--- src/rtl/clock_ratio_meter.sv ---
// Measures the period and high time of a slow asynchronous signal in clk_in cycles.
// Define CLKMETER_DUTY_EN to build the high-time counter and include it in the lock test.
module clock_ratio_meter #(
  parameter int unsigned SYNC_STAGES = 2,
  parameter int unsigned TIMEOUT     = 1_000_000
) (
  input  logic        clk_in,
  input  logic        reset,
  input  logic        sig_in,
  input  logic        enable,
  output logic [31:0] ratio,
  output logic [31:0] high_time,
  output logic        valid,
  output logic        locked,
  output logic        timeout
);

  typedef enum logic [1:0] {StIdle, StArm, StMeas} state_e;

  state_e                 state;
  logic [SYNC_STAGES-1:0] sync;
  logic                   s_sync;
  logic                   s_prev;
  logic                   rise;
  logic [31:0]            per_cnt;
  logic [31:0]            per_inc;
  logic                   expired;
  logic                   have_prev;
  logic                   ratio_match;
`ifdef CLKMETER_DUTY_EN
  logic [31:0]            hi_cnt;
`endif

  assign s_sync  = sync[SYNC_STAGES-1];
  assign rise    = s_sync & ~s_prev;
  assign per_inc = (per_cnt == '1) ? per_cnt : per_cnt + 32'd1;
  assign expired = (per_cnt >= TIMEOUT);

`ifdef CLKMETER_DUTY_EN
  assign ratio_match = (per_cnt == ratio) && (hi_cnt == high_time);
`else
  assign ratio_match = (per_cnt == ratio);
  assign high_time   = '0;
`endif

  always_ff @(posedge clk_in or posedge reset) begin
    if (reset) begin
      sync   <= '0;
      s_prev <= 1'b0;
    end else begin
      sync   <= {sync[SYNC_STAGES-2:0], sig_in};
      s_prev <= s_sync;
    end
  end

  always_ff @(posedge clk_in or posedge reset) begin
    if (reset) begin
      state     <= StIdle;
      per_cnt   <= '0;
      ratio     <= '0;
      valid     <= 1'b0;
      locked    <= 1'b0;
      timeout   <= 1'b0;
      have_prev <= 1'b0;
`ifdef CLKMETER_DUTY_EN
      hi_cnt    <= '0;
      high_time <= '0;
`endif
    end else begin
      valid <= 1'b0;
      if (!enable) begin
        state     <= StIdle;
        per_cnt   <= '0;
        locked    <= 1'b0;
        timeout   <= 1'b0;
        have_prev <= 1'b0;
`ifdef CLKMETER_DUTY_EN
        hi_cnt    <= '0;
`endif
      end else begin
        case (state)
          StIdle: state <= StArm;
          StArm: begin
            // First edge only starts the period; no measurement yet.
            if (rise) begin
              state   <= StMeas;
              per_cnt <= 32'd1;
              timeout <= 1'b0;
`ifdef CLKMETER_DUTY_EN
              hi_cnt  <= 32'd1;
`endif
            end else if (expired) begin
              per_cnt <= '0;
              timeout <= 1'b1;
              locked  <= 1'b0;
            end else begin
              per_cnt <= per_inc;
            end
          end
          StMeas: begin
            if (rise) begin
              ratio     <= per_cnt;
              valid     <= 1'b1;
              locked    <= have_prev && ratio_match;
              have_prev <= 1'b1;
              per_cnt   <= 32'd1;
              timeout   <= 1'b0;
`ifdef CLKMETER_DUTY_EN
              high_time <= hi_cnt;
              hi_cnt    <= 32'd1;
`endif
            end else if (expired) begin
              state     <= StArm;
              per_cnt   <= '0;
              timeout   <= 1'b1;
              locked    <= 1'b0;
              have_prev <= 1'b0;
            end else begin
              per_cnt <= per_inc;
`ifdef CLKMETER_DUTY_EN
              // Low phase leaves hi_cnt frozen until the next rise.
              if (s_sync) hi_cnt <= hi_cnt + 32'd1;
`endif
            end
          end
          default: state <= StIdle;
        endcase
      end
    end
  end

endmodule
--- config.mk ---
export PLATFORM = sky130hd
export DESIGN_NAME = clock_ratio_meter
export DESIGN_NICKNAME = d
export VERILOG_FILES = /design/src/rtl/clock_ratio_meter.sv
export SDC_FILE = /design/constraint.sdc
export NUM_CORES = 1
export LEC_CHECK = 0
export CORE_UTILIZATION = 55
export DETAILED_ROUTE_END_ITERATION = 6
export PLACE_DENSITY = 0.83
export SETUP_SLACK_MARGIN = 0.5
export SLEW_MARGIN = 40
export SYNTH_ARGS = -nofsm -noshare
export SYNTH_HDL_FRONTEND = slang
export SYNTH_SLANG_ARGS = --single-unit
export TNS_END_PERCENT = 30
--- constraint.sdc ---
create_clock -name clk_in -period 6.1 [get_ports clk_in]
set_input_delay 0.915 -clock clk_in [delete_from_list [all_inputs] [get_ports clk_in]]
set_output_delay 0.915 -clock clk_in [all_outputs]
set_load 0.02 [all_outputs]
# [Yosys cells after proc, flatten, opt, wreduce, memory -nomap -nowiden]
# Cells that the tools add are included.
[totals] inputBits=4 reg_bits=73 output_inout_bits=67 wordCells=61
[op_classes] reduce_logical=9 magnitude_cmp=1 n_bitwise=2 add_sub_neg=1 n_eq_ne=13 muxes=26
[op_table] operator="$mux 32" count=5
[op_table] operator="$add 32x1->32 const B" count=1
[op_table] operator="$eq 32x32->1" count=1
[op_table] operator="$eq 32x32->1 const B" count=1
[op_table] operator="$ge 32x20->1 const B" count=1
[op_table] operator="$mux 1" count=15
[op_table] operator="$ne 3x3->1 const B" count=4
[op_table] operator="$mux 2" count=4
[op_table] operator="$reduce_and 2->1" count=4
[op_table] operator="$ne 3x1->1 const B" count=2
[op_table] operator="$pmux 2 s3" count=1
[op_table] operator="$reduce_and 3->1" count=2
[op_table] operator="$ne 4x4->1 const B" count=1
[op_table] operator="$eq 2x1->1 const B" count=1
[op_table] operator="$eq 2x2->1 const B" count=1
[op_table] operator="$logic_not 2->1" count=1
[op_table] operator="$ne 2x1->1 const B" count=1
[op_table] operator="$ne 2x2->1 const B" count=1
[op_table] operator="$pmux 1 s2" count=1
[op_table] operator="$reduce_or 2->1" count=1
[op_table] operator="$and 1x1->1" count=1
[op_table] operator="$logic_and 1x1->1" count=1
[op_table] operator="$not 1->1" count=1

# [Longest topological paths before layout]
# Gate-level depths: netlist of the first run.
[depth] ltp_word=6 depth_mapped=8 ltp_nobuf=7

# [Worst setup path after synthesis of the first run]
# No wires, ideal clock.
[synth_path] path_type="input port to flip-flop" start="input port enable" end="register per_cnt[18]" setup_ps=78 t_arrival_ps=2220 t_required_ps=6022 path_buffers=1 path_slack_ps=3803 stages=6 path_cell_list="clkbuf_1 > nand2_1 > nand3_1 > a211o_1 > or4_1 > a21oi_1"
[synth_between] elab_chain_len=2 word_cells_on_any_way=4 classes_between="2 x eq/ne; 1 x mux; 1 x reduce/logical"
[synth_rtl] element="start, declared" line="10" rtl="input logic enable,"
[synth_rtl] element="$ne 4x4->1 (no line) / $ne 2x2->1 (equally long branches)"
[synth_rtl] element="$reduce_and 2->1 (no line)"
[synth_rtl] element="end signal, assigned" line="97" rtl="per_cnt <= per_inc;"
[synth_rtl] element="end signal, assigned" line="119" rtl="per_cnt <= per_inc;"
[synth_rtl] element="end, declared" line="25" rtl="logic [31:0] per_cnt;"
# Several ways; a longest one is shown, not always the timed one.
# A chain may end at the register's enable or synchronous reset.

# [Final worst setup path of the first run]
# Ends and elaborated chain as after synthesis.

==> impl.org, run 1 <==
** Run status
- The run finished with clean final reports.

** Worst setup path
- Arrival time at the worst endpoint :: 2.88 ns
- Slowest cell on the critical path :: sky130_fd_sc_hd__clkdlybuf4s50_1
- The cell family contributing the most delay on the critical path is simple AND/OR/NAND/NOR gates.
- Data on the critical path is required at its endpoint by 6.37 ns.
- The worst setup path is launched from an input port.
- Top fanout value on the critical path :: 11
- Max stage delay on crit path :: 0.60 ns
- Count of buffering cells on the critical path with inverters included :: 1
- CP Cell Sequence :: clkdlybuf4s50_1 > nand2_1 > nand3_1 > a211o_1 > or4_1 > a21oi_1
- STA classifies the critical path endpoint as a register.
- Startpoint-to-endpoint class of the critical path :: in2reg

** Synthesis
- Top FF cell, synth :: sky130_fd_sc_hd__dfrtp_1
- The mapped netlist covers 0.00399 sq mm.
- For this run, the number of Yosys warnings is 0.
- Async set-reset flop share out of synthesis :: 100%
- Share of synthesized area spent on multiplexers :: 7.30%
- Synthesis produced a netlist whose cell count is 392.
- Syn_area_per_cell :: 10.2 sq um
- In this run, synthesis inferred 0 flip-flops with an integrated enable.
- After synthesis, the largest family of logic cells by area is simple AND/OR/NAND/NOR gates.
- The netlist uses 53 different library cells.
- Compound-gate portion of the synthesized area :: roughly 10%
- Summing the areas of all fa, ha and maj instances in the mapped netlist gives 1.57% of the synthesized area.
- Post-Synth Simple-Gate Area :: 16.5%
- The synthesized design contains 73 register bits.
- The synthesized netlist devotes under 10% of its cell area to XOR and XNOR gates.
- Post-synthesis sequential area ratio :: 45.8%

** Power
- Total power after layout :: 1.11 mW
- Dividing total power by cell area gives a power density of ~250 mW/mm^2.
- The clock network burns 34.0% of the power.
- VDD sags by at most between 0.15 and 0.2 mV.
- Power share of the sequential group :: a little under half
- Net Switching :: around 0.35 mW
- The internal portion of the total power is about 0.76 mW.
- Combinational Power Share :: 18.6%
- Proportion of total power due to net switching :: 31.7%
- In this run the static leakage power is 2.04 nW.

** Route
- In the final routed layout, each cell accounts on average for about 16 um.
- ANT nets after route :: 0
- For this block, the initial DRC count from the detailed router was 208.
- Detailed-routing iteration count for the pre-antenna-repair pass :: 4
- In the routed design, unresolved DRC markers number 0.
- The final route contains 2914 vias.
- Ratio of routed vias to standard cells :: around 5.6
- The final layout contains routed wiring with a total length of 8.29 mm.

** Timing
- Worst slew margin :: around 55%
- Setup violations remaining at the end of the flow were counted as 0.
- Slew at the pin closest to its max-slew limit :: 0.667 ns
- Final critical path time including I/O delays and setup :: 2.61 ns
- The number of failing hold endpoints at the final stage is 0.
- For the final routed database, the setup TNS stands at 0 ns.
- The final-report max-slew violation count came to 0.
- Worst Skew :: 0.0120 ns
- The worst path uses 42.8% of the clock period.
- For this run, the top clock speed supported by timing is roughly 380 MHz.
- Setup repair after global routing missed its margin :: false

** Layout
- Share of layout cells above drive strength 1 :: a little over an eighth
- Antenna diodes :: 0
- In the final design database the tool counted 432 nets.
- Non-Filler Instances :: 524
- The area growth from synthesis to layout is 12.3%.
- Combined area of the multi-input logic cells :: between 0.0015 and 0.002 sq mm
- Across the whole layout, storage elements account for 0.00183 sq mm.
- Counting the fill cells in the layout gives 581.

** Floorplan
- The die is approximately 87 um tall.
- I/O pin cnt :: 71
- The die is 87.2 um wide.
- Row generation in the floorplan step produced 30 rows.
- Starting density of the core :: 57.8%
- The die covers 0.00760 sq mm.
- Core Region :: around 0.0069 sq mm

** Global route
- Global-route wire length before repair :: about 13 mm
- Across every metal layer, demand over resource in global routing totals ~23%.
- Number of global-route vias before repair :: 2706
- Pin count of the biggest net entering global routing :: 74
- Antenna violations before repair :: 0
- Remaining global-route overflow :: 0

** Clock tree
- The number of setup buffers added after CTS is 0.
- The number of clock buffers added by TritonCTS is 9.
- The clock tree synthesis step divided the H-tree into 3 levels.
- TritonCTS clock tree :: yes
- Maximum buffer depth of the clock tree :: 2
- The clock net in this run drives a total of 73 sinks.
- Clock-pin transition on the worst setup and hold timing paths :: 0.08 ns
- After clock tree synthesis, the flow added hold-fix buffers numbering 0.
- The root buffer cell chosen for the clock tree is sky130_fd_sc_hd__clkbuf_8.
- The number of gates resized after CTS was 0.
- Clock latency on the worst-skew pair :: roughly 0.34 ns

** Job
- Max-cap violations in this run came to 0.

** Place
- Detailed placement finished with a half-perimeter wire length of 6.02 mm.
- In this run, placement finished with an instance count of between 500 and 600.
- Gpl congestion :: between 1 and 1.5
- Port buffer count :: 38

** Worst hold path
- Worst min-delay path category :: reg2reg
[metal layers]
layer / global-route usage, % / wire (um) / share of wire [%] / vias up
met5: 0 / 0 / 0 / -
met4: 7.75 / 158 / 1.9 / 0
met3: 5.31 / 446 / 5.4 / 16
met2: 36.9 / 3940 / 48 / 106
met1: 31.5 / 3750 / 45 / 1415
li1: - / - / - / 1377
[path summary, 6_finish.rpt]
check	cells after the start	startpoint	endpoint	slack, ns
max in group asynchronous	3	reset	ratio[13]	4.58
min in group asynchronous	3	reset	per_cnt[13]	1.06
worst min register to register	0	sync[0]	sync[1]	0.36
worst min-delay path	0	sync[0]	sync[1]	0.36
worst max-delay path	6	enable	per_cnt[18]	3.49
worst max register to register	5	per_cnt[13]	per_cnt[24]	3.86
[per-stage QoR]
stage | util, % | hold slack [ns] | worst slack (ns) | instance area (sq um)
final | 64.9 | 0.360 | 3.49 | 4480
after global routing | 64.9 | 0.374 | 3.43 | 4480
after CTS | 64.9 | 0.368 | 3.55 | 4480
after detailed placement | 62.1 | 0.342 | 3.20 | 4290
after global placement | 62.0 | 0.345 | 3.23 | 4280
after floorplan | - | 0.331 | 3.33 | 4110
[registers in the layout, indices dropped and copies added, names as in the netlist, 2 cells and up]
signal and flops:
state 2, per_cnt 32, sync 2, ratio 32
[power groups by stage]
stage	clock [mW]	combinational, mW	sequential, mW
4_1_cts	0.388	0.205	0.526
3_5_place_dp	0	0.203	0.537
2_1_floorplan	0	0.156	0.538
6_report	0.378	0.207	0.527
5_1_grt	0.408	0.227	0.529
3_3_place_gp	0	0.199	0.535
[final cells by class]
type	count	area share (%)
timing repair buffer	41	9.07
clock inverter	6	1.51
multi-input combinational	283	41.9
sequential	73	40.8
inverter	15	1.26
tap	96	2.68
clock buffer	10	2.85
[cell usage after synthesis (4+ instances only)]
library cell / number / area share, %
sky130_fd_sc_hd__buf_4: 32 / 6.0
sky130_fd_sc_hd__inv_1: 15 / 1.4
sky130_fd_sc_hd__and3_1: 5 / 0.78
sky130_fd_sc_hd__or3_1: 6 / 0.94
sky130_fd_sc_hd__nand4_1: 12 / 1.9
sky130_fd_sc_hd__nand2_1: 23 / 2.2
sky130_fd_sc_hd__a31oi_1: 8 / 1.3
sky130_fd_sc_hd__a21oi_1: 14 / 1.8
sky130_fd_sc_hd__xor2_1: 16 / 3.5
sky130_fd_sc_hd__o21ai_0: 12 / 1.5
sky130_fd_sc_hd__buf_2: 9 / 1.1
sky130_fd_sc_hd__nand3_1: 15 / 1.9
sky130_fd_sc_hd__nor4_1: 10 / 1.6
sky130_fd_sc_hd__nor3_1: 4 / 0.50
sky130_fd_sc_hd__nor2_1: 30 / 2.8
sky130_fd_sc_hd__ha_1: 5 / 1.6
sky130_fd_sc_hd__o21ai_1: 5 / 0.63
sky130_fd_sc_hd__clkbuf_1: 6 / 0.56
sky130_fd_sc_hd__dfrtp_1: 73 / 46
sky130_fd_sc_hd__mux2_2: 25 / 7.1
sky130_fd_sc_hd__xnor2_1: 22 / 4.8
[cells in the final DEF (no fill, tap or decap), drive strengths merged, types with 14 or more instances in the layout]
master / synthesis / routed
clkdlybuf4s50: 0 / 38
mux2: 25 / 25
inv: 15 / 16
nor2: 31 / 31
o21ai: 17 / 17
xor2: 16 / 16
nand2: 23 / 23
conb: 1 / 32
a21oi: 14 / 14
dfrtp: 73 / 73
xnor2: 22 / 22
nand3: 15 / 15
[logic make-up (layout without fill, tap and decap cells)]
group | count (synthesis) | in the layout
compound gates | 60 | 60
fa+ha+maj | 5 | 5
other cells | 1 | 32
xor+xnor | 38 | 38
buf+inv | 67 | 72
flops | 73 | 73
mux | 26 | 26
simple gates | 122 | 122
Note: power is estimated with default switching activity, not from simulation.
==> inputs of run 2 (changes only) <==
--- a/config.mk
+++ b/config.mk
@@ -5,9 +5,9 @@
 export SDC_FILE = /design/constraint.sdc
 export NUM_CORES = 1
 export LEC_CHECK = 0
-export CORE_UTILIZATION = 55
+export CORE_UTILIZATION = 53
 export DETAILED_ROUTE_END_ITERATION = 6
-export PLACE_DENSITY = 0.83
+export PLACE_DENSITY = 0.8
 export SETUP_SLACK_MARGIN = 0.5
 export SLEW_MARGIN = 40
 export SYNTH_ARGS = -nofsm -noshare
==> constraint.sdc (replaced) <==
create_clock -name clk_in -period 2.7 [get_ports clk_in]
set_input_delay 0.405 -clock clk_in [delete_from_list [all_inputs] [get_ports clk_in]]
set_output_delay 0.405 -clock clk_in [all_outputs]
set_load 0.02 [all_outputs]
==> run 2 against run 1 <==
Effect of this change: largest cell class unchanged; clock-buffer cell count is 2 higher; final area rose by 3.6%; worst setup slack lost 2.9 ns; critical path depth is the same; critical endpoint unchanged; core utilization decreased by 0.86 points; combinational power is 130% higher; final cell count up 2.5%; wire length is 9.1% higher; sequential share of layout area decreased by 1.3 points; register-to-register slack got worse by 3.3 ns; first-iteration DRC count is 5.3% lower; clock power increased by 130%.
==> impl.org, run 2 (synthesis gave the netlist of run 1 again) <==
** Timing
- Setup_tns :: 0 ns (unchanged)
- The number of failing hold endpoints at the final stage is 0 (unchanged).
- The setup slack after layout is 0.566 ns (-2.93 ns).
- The normalized max-slew margin came to 56.3% (+1.2 points).
- Final setup violation count :: 0 (unchanged)
- Dividing the final minimum period by the clock period gives 79.0%.
- Setup repair after global routing could not meet its margin everywhere.
- Max Transition Viols Final :: 0 (unchanged)
- The slew at the pin with the worst max-slew slack came to 0.649 ns (-0.0183 ns).
- Highest Clock Rate :: 469 MHz
- The worst-case clock skew is 0.0103 ns (-0.00164 ns).
- Final critical path time including I/O delays and setup :: approximately 2.1 ns

** Run status
- Outcome :: complete, no violations

** Global route
- Global-route wire length before repair :: 14.6 mm (+9.2%)
- Number of global-route vias before repair :: 2890 (+6.8%)
- The total congestion overflow is 0 (unchanged).
- Pin count of the biggest net entering global routing :: 49 (-34%)
- Antenna violations before repair :: 0 (unchanged)
- Global routing usage summed across all routing layers :: 25.1% (+1.9 points)

** Clock tree
- The number of hold-repair buffers added at the cts stage is 0 (unchanged).
- Num CTS Buffers :: 9 (unchanged)
- The number of buffers between clock root and the deepest sink is 2 (unchanged).
- Clock-pin transition on the worst setup and hold timing paths :: 0.07 ns (about the same)
- The number of clock sinks is 73 (unchanged).
- In this run the clock root is driven by a sky130_fd_sc_hd__clkbuf_8.
- TritonCTS built the clock tree.
- The later-pin clock latency in the skew report came to 0.36 ns (+0.02 ns).
- Count of H-tree levels built during CTS :: 3 (unchanged)

** Place
- The routability-driven placement congestion ratio is 0.910 (-11%).
- The setup slack after placement is 0.292 ns (-2.90 ns).
- Port buffer count :: 38 (unchanged)
- Number of placed instances, taps included :: 515 (+1.4%)
- Dpl hpwl :: 6.59 mm (+9.5%)

** Route
- The post-route DRC violation count is 0 (unchanged).
- ANT nets after route :: 0 (unchanged)
- The total iterations of the first detailed-routing run was 4 (unchanged).
- The average via count per standard cell came to 5.70 (+2.5%).
- The total number of vias is 3060 (+5.0%).
- The number of DRC violations after detailed-routing iteration 0 is 197 (-5.3%).
- The per-cell routed wire length is 16.8 um (+6.5%).
- The final wirelength was 9.04 mm (+9.1%).

** Layout
- Relative to the synthesized area, the layout overhead comes to 16.3%.
- The fraction of layout instances using a drive strength above 1 was 17.6% (+4.5 points).
- Leaving out fill and tap cells, the most frequent cell in the layout is sky130_fd_sc_hd__dfrtp_1.
- The total inserted antenna cells was 0 (unchanged).
- Largest registers :: per_cnt: 32 flops, ratio: 32 flops
- Count of nets after finishing :: 442 (+2.3%)
- The post-route non-filler standard cell count was 537 (+2.5%).
- The library cells used most frequently in the layout, excluding fill and tap cells, are 67 x sky130_fd_sc_hd__dfrtp_1, 38 x sky130_fd_sc_hd__clkdlybuf4s50_1, 32 x sky130_fd_sc_hd__conb_1.
- The sequential standard cell area was 0.00183 sq mm (+0.41%).
- The area occupied by multi-input gates was 0.00194 sq mm (+3.2%).
- FILL cells :: 581 (unchanged)

** Power
- Total power after layout :: 2.56 mW (+130%)
- Power density over the cells :: 552 mW/mm^2 (+120%)
- The static power due to leakage came to 2.12 nW (+3.8%).
- The worst vdd rail ir drop was 0.364 mV (+120%).

** Floorplan
- Count of standard-cell rows :: 31 (+3.3%)
- Horiz. Die Dim :: 88.8 um (+1.8%)
- Core Region :: 0.00725 sq mm (+5.0%)
- Die H :: 88.8 um (+1.8%)
- The overall die area was 0.00788 sq mm (+3.7%).
- The boundary pin count was 71 (unchanged).
- Starting density of the core :: 55.0% (-2.8 points)

** Worst setup path
- The required time of the critical path is 2.98 ns (-3.39 ns).
- Top fanout value on the critical path :: 7 (-4)
- By startpoint and endpoint, the worst setup path is classified as reg2reg.
- Arrival time at the worst endpoint :: 2.41 ns (-0.47 ns)
- The worst register-to-register path begins at per_cnt[0].
- The cell count of the worst reg-to-reg path was 6 (+1).
- Reg-to-reg endpoint :: per_cnt[18]
- The worst setup path is captured at a register.
- STA classifies the critical path startpoint as a register.
- The worst reg-to-reg setup slack came to 0.57 ns (-3.29 ns).

** Worst hold path
- Min-Delay Startpoint :: sync[0]
- The path with the worst hold slack has its endpoint at sync[1].
- Worst min-delay path category :: reg2reg
- Cell depth of the worst hold path :: 0 (unchanged)

** Job
- Count of max-cap constraint violations :: 0 (unchanged)
run 2: cell count changes in the layout (fill, tap and decap cells not counted), sizes merged:
| cell | change |
|---|---|
| buf | +9 |
| clkbuf | +2 |
| inv | -2 |
| nand4 | +1 |
run 2: area by class of cell:
| cell class | instances | share of cell area, % |
|---|---|---|
| clock buffers | 12 | 3.34 |
| flip-flops and latches | 73 | 39.5 |
| clock inverters | 4 | 1.10 |
| inverters | 15 | 1.29 |
| well taps | 99 | 2.67 |
| multi-input cells | 284 | 41.7 |
| repair buffers | 50 | 10.4 |
run 2: routing by layer:
metal	routed length, um	track usage [%]	up-vias
li1	-	-	1402
met5	0	0	-
met1	3860	33.1	1541
met2	4540	40.1	98
met4	187	9.97	0
met3	459	6.16	19
run 2: worst max-delay path by stage:
stage / from / slack (ns) / depth (start not counted) / endpoint
floorplan: state[0] / 0.59 / 7 / per_cnt[5]
global placement: enable / 0.34 / 6 / per_cnt[18]
detailed placement: enable / 0.29 / 6 / per_cnt[18]
CTS: per_cnt[15] / 0.47 / 5 / per_cnt[29]
global route: state[0] / 0.47 / 7 / per_cnt[18]
finish: per_cnt[0] / 0.57 / 6 / per_cnt[18]
run 2: stage by stage:
step	area, sq um	util (%)	hold slack (ns)
final	4640	64.0	0.376
after CTS	4540	62.6	0.377
after global routing	4640	64.0	0.381
after detailed placement	4330	59.7	0.352
after floorplan	4110	-	0.331
after global placement	4330	59.7	0.345
run 2: worst max-delay path, stage by stage (launching register included):
cell	delay [ns]
sky130_fd_sc_hd__dfrtp_1	0.48
sky130_fd_sc_hd__ha_1	0.26
sky130_fd_sc_hd__and3_1	0.24
sky130_fd_sc_hd__nand3_1	0.19
sky130_fd_sc_hd__a211o_1	0.35
sky130_fd_sc_hd__or4_1	0.41
sky130_fd_sc_hd__a21oi_1	0.15
run 2: where the power goes:
group          switching [mW]  internal [mW]
combinational           0.317          0.164
clock                   0.407          0.478
sequential             0.0609           1.14
total                   0.785           1.78
run 2: repair_timing:
action,4_1_cts,5_1_grt
resized for setup,1,14
setup endpoints to repair,4,21
cloned,0,1
hold endpoints to repair,0,0
buffers inserted,0,5
pin swaps,0,4
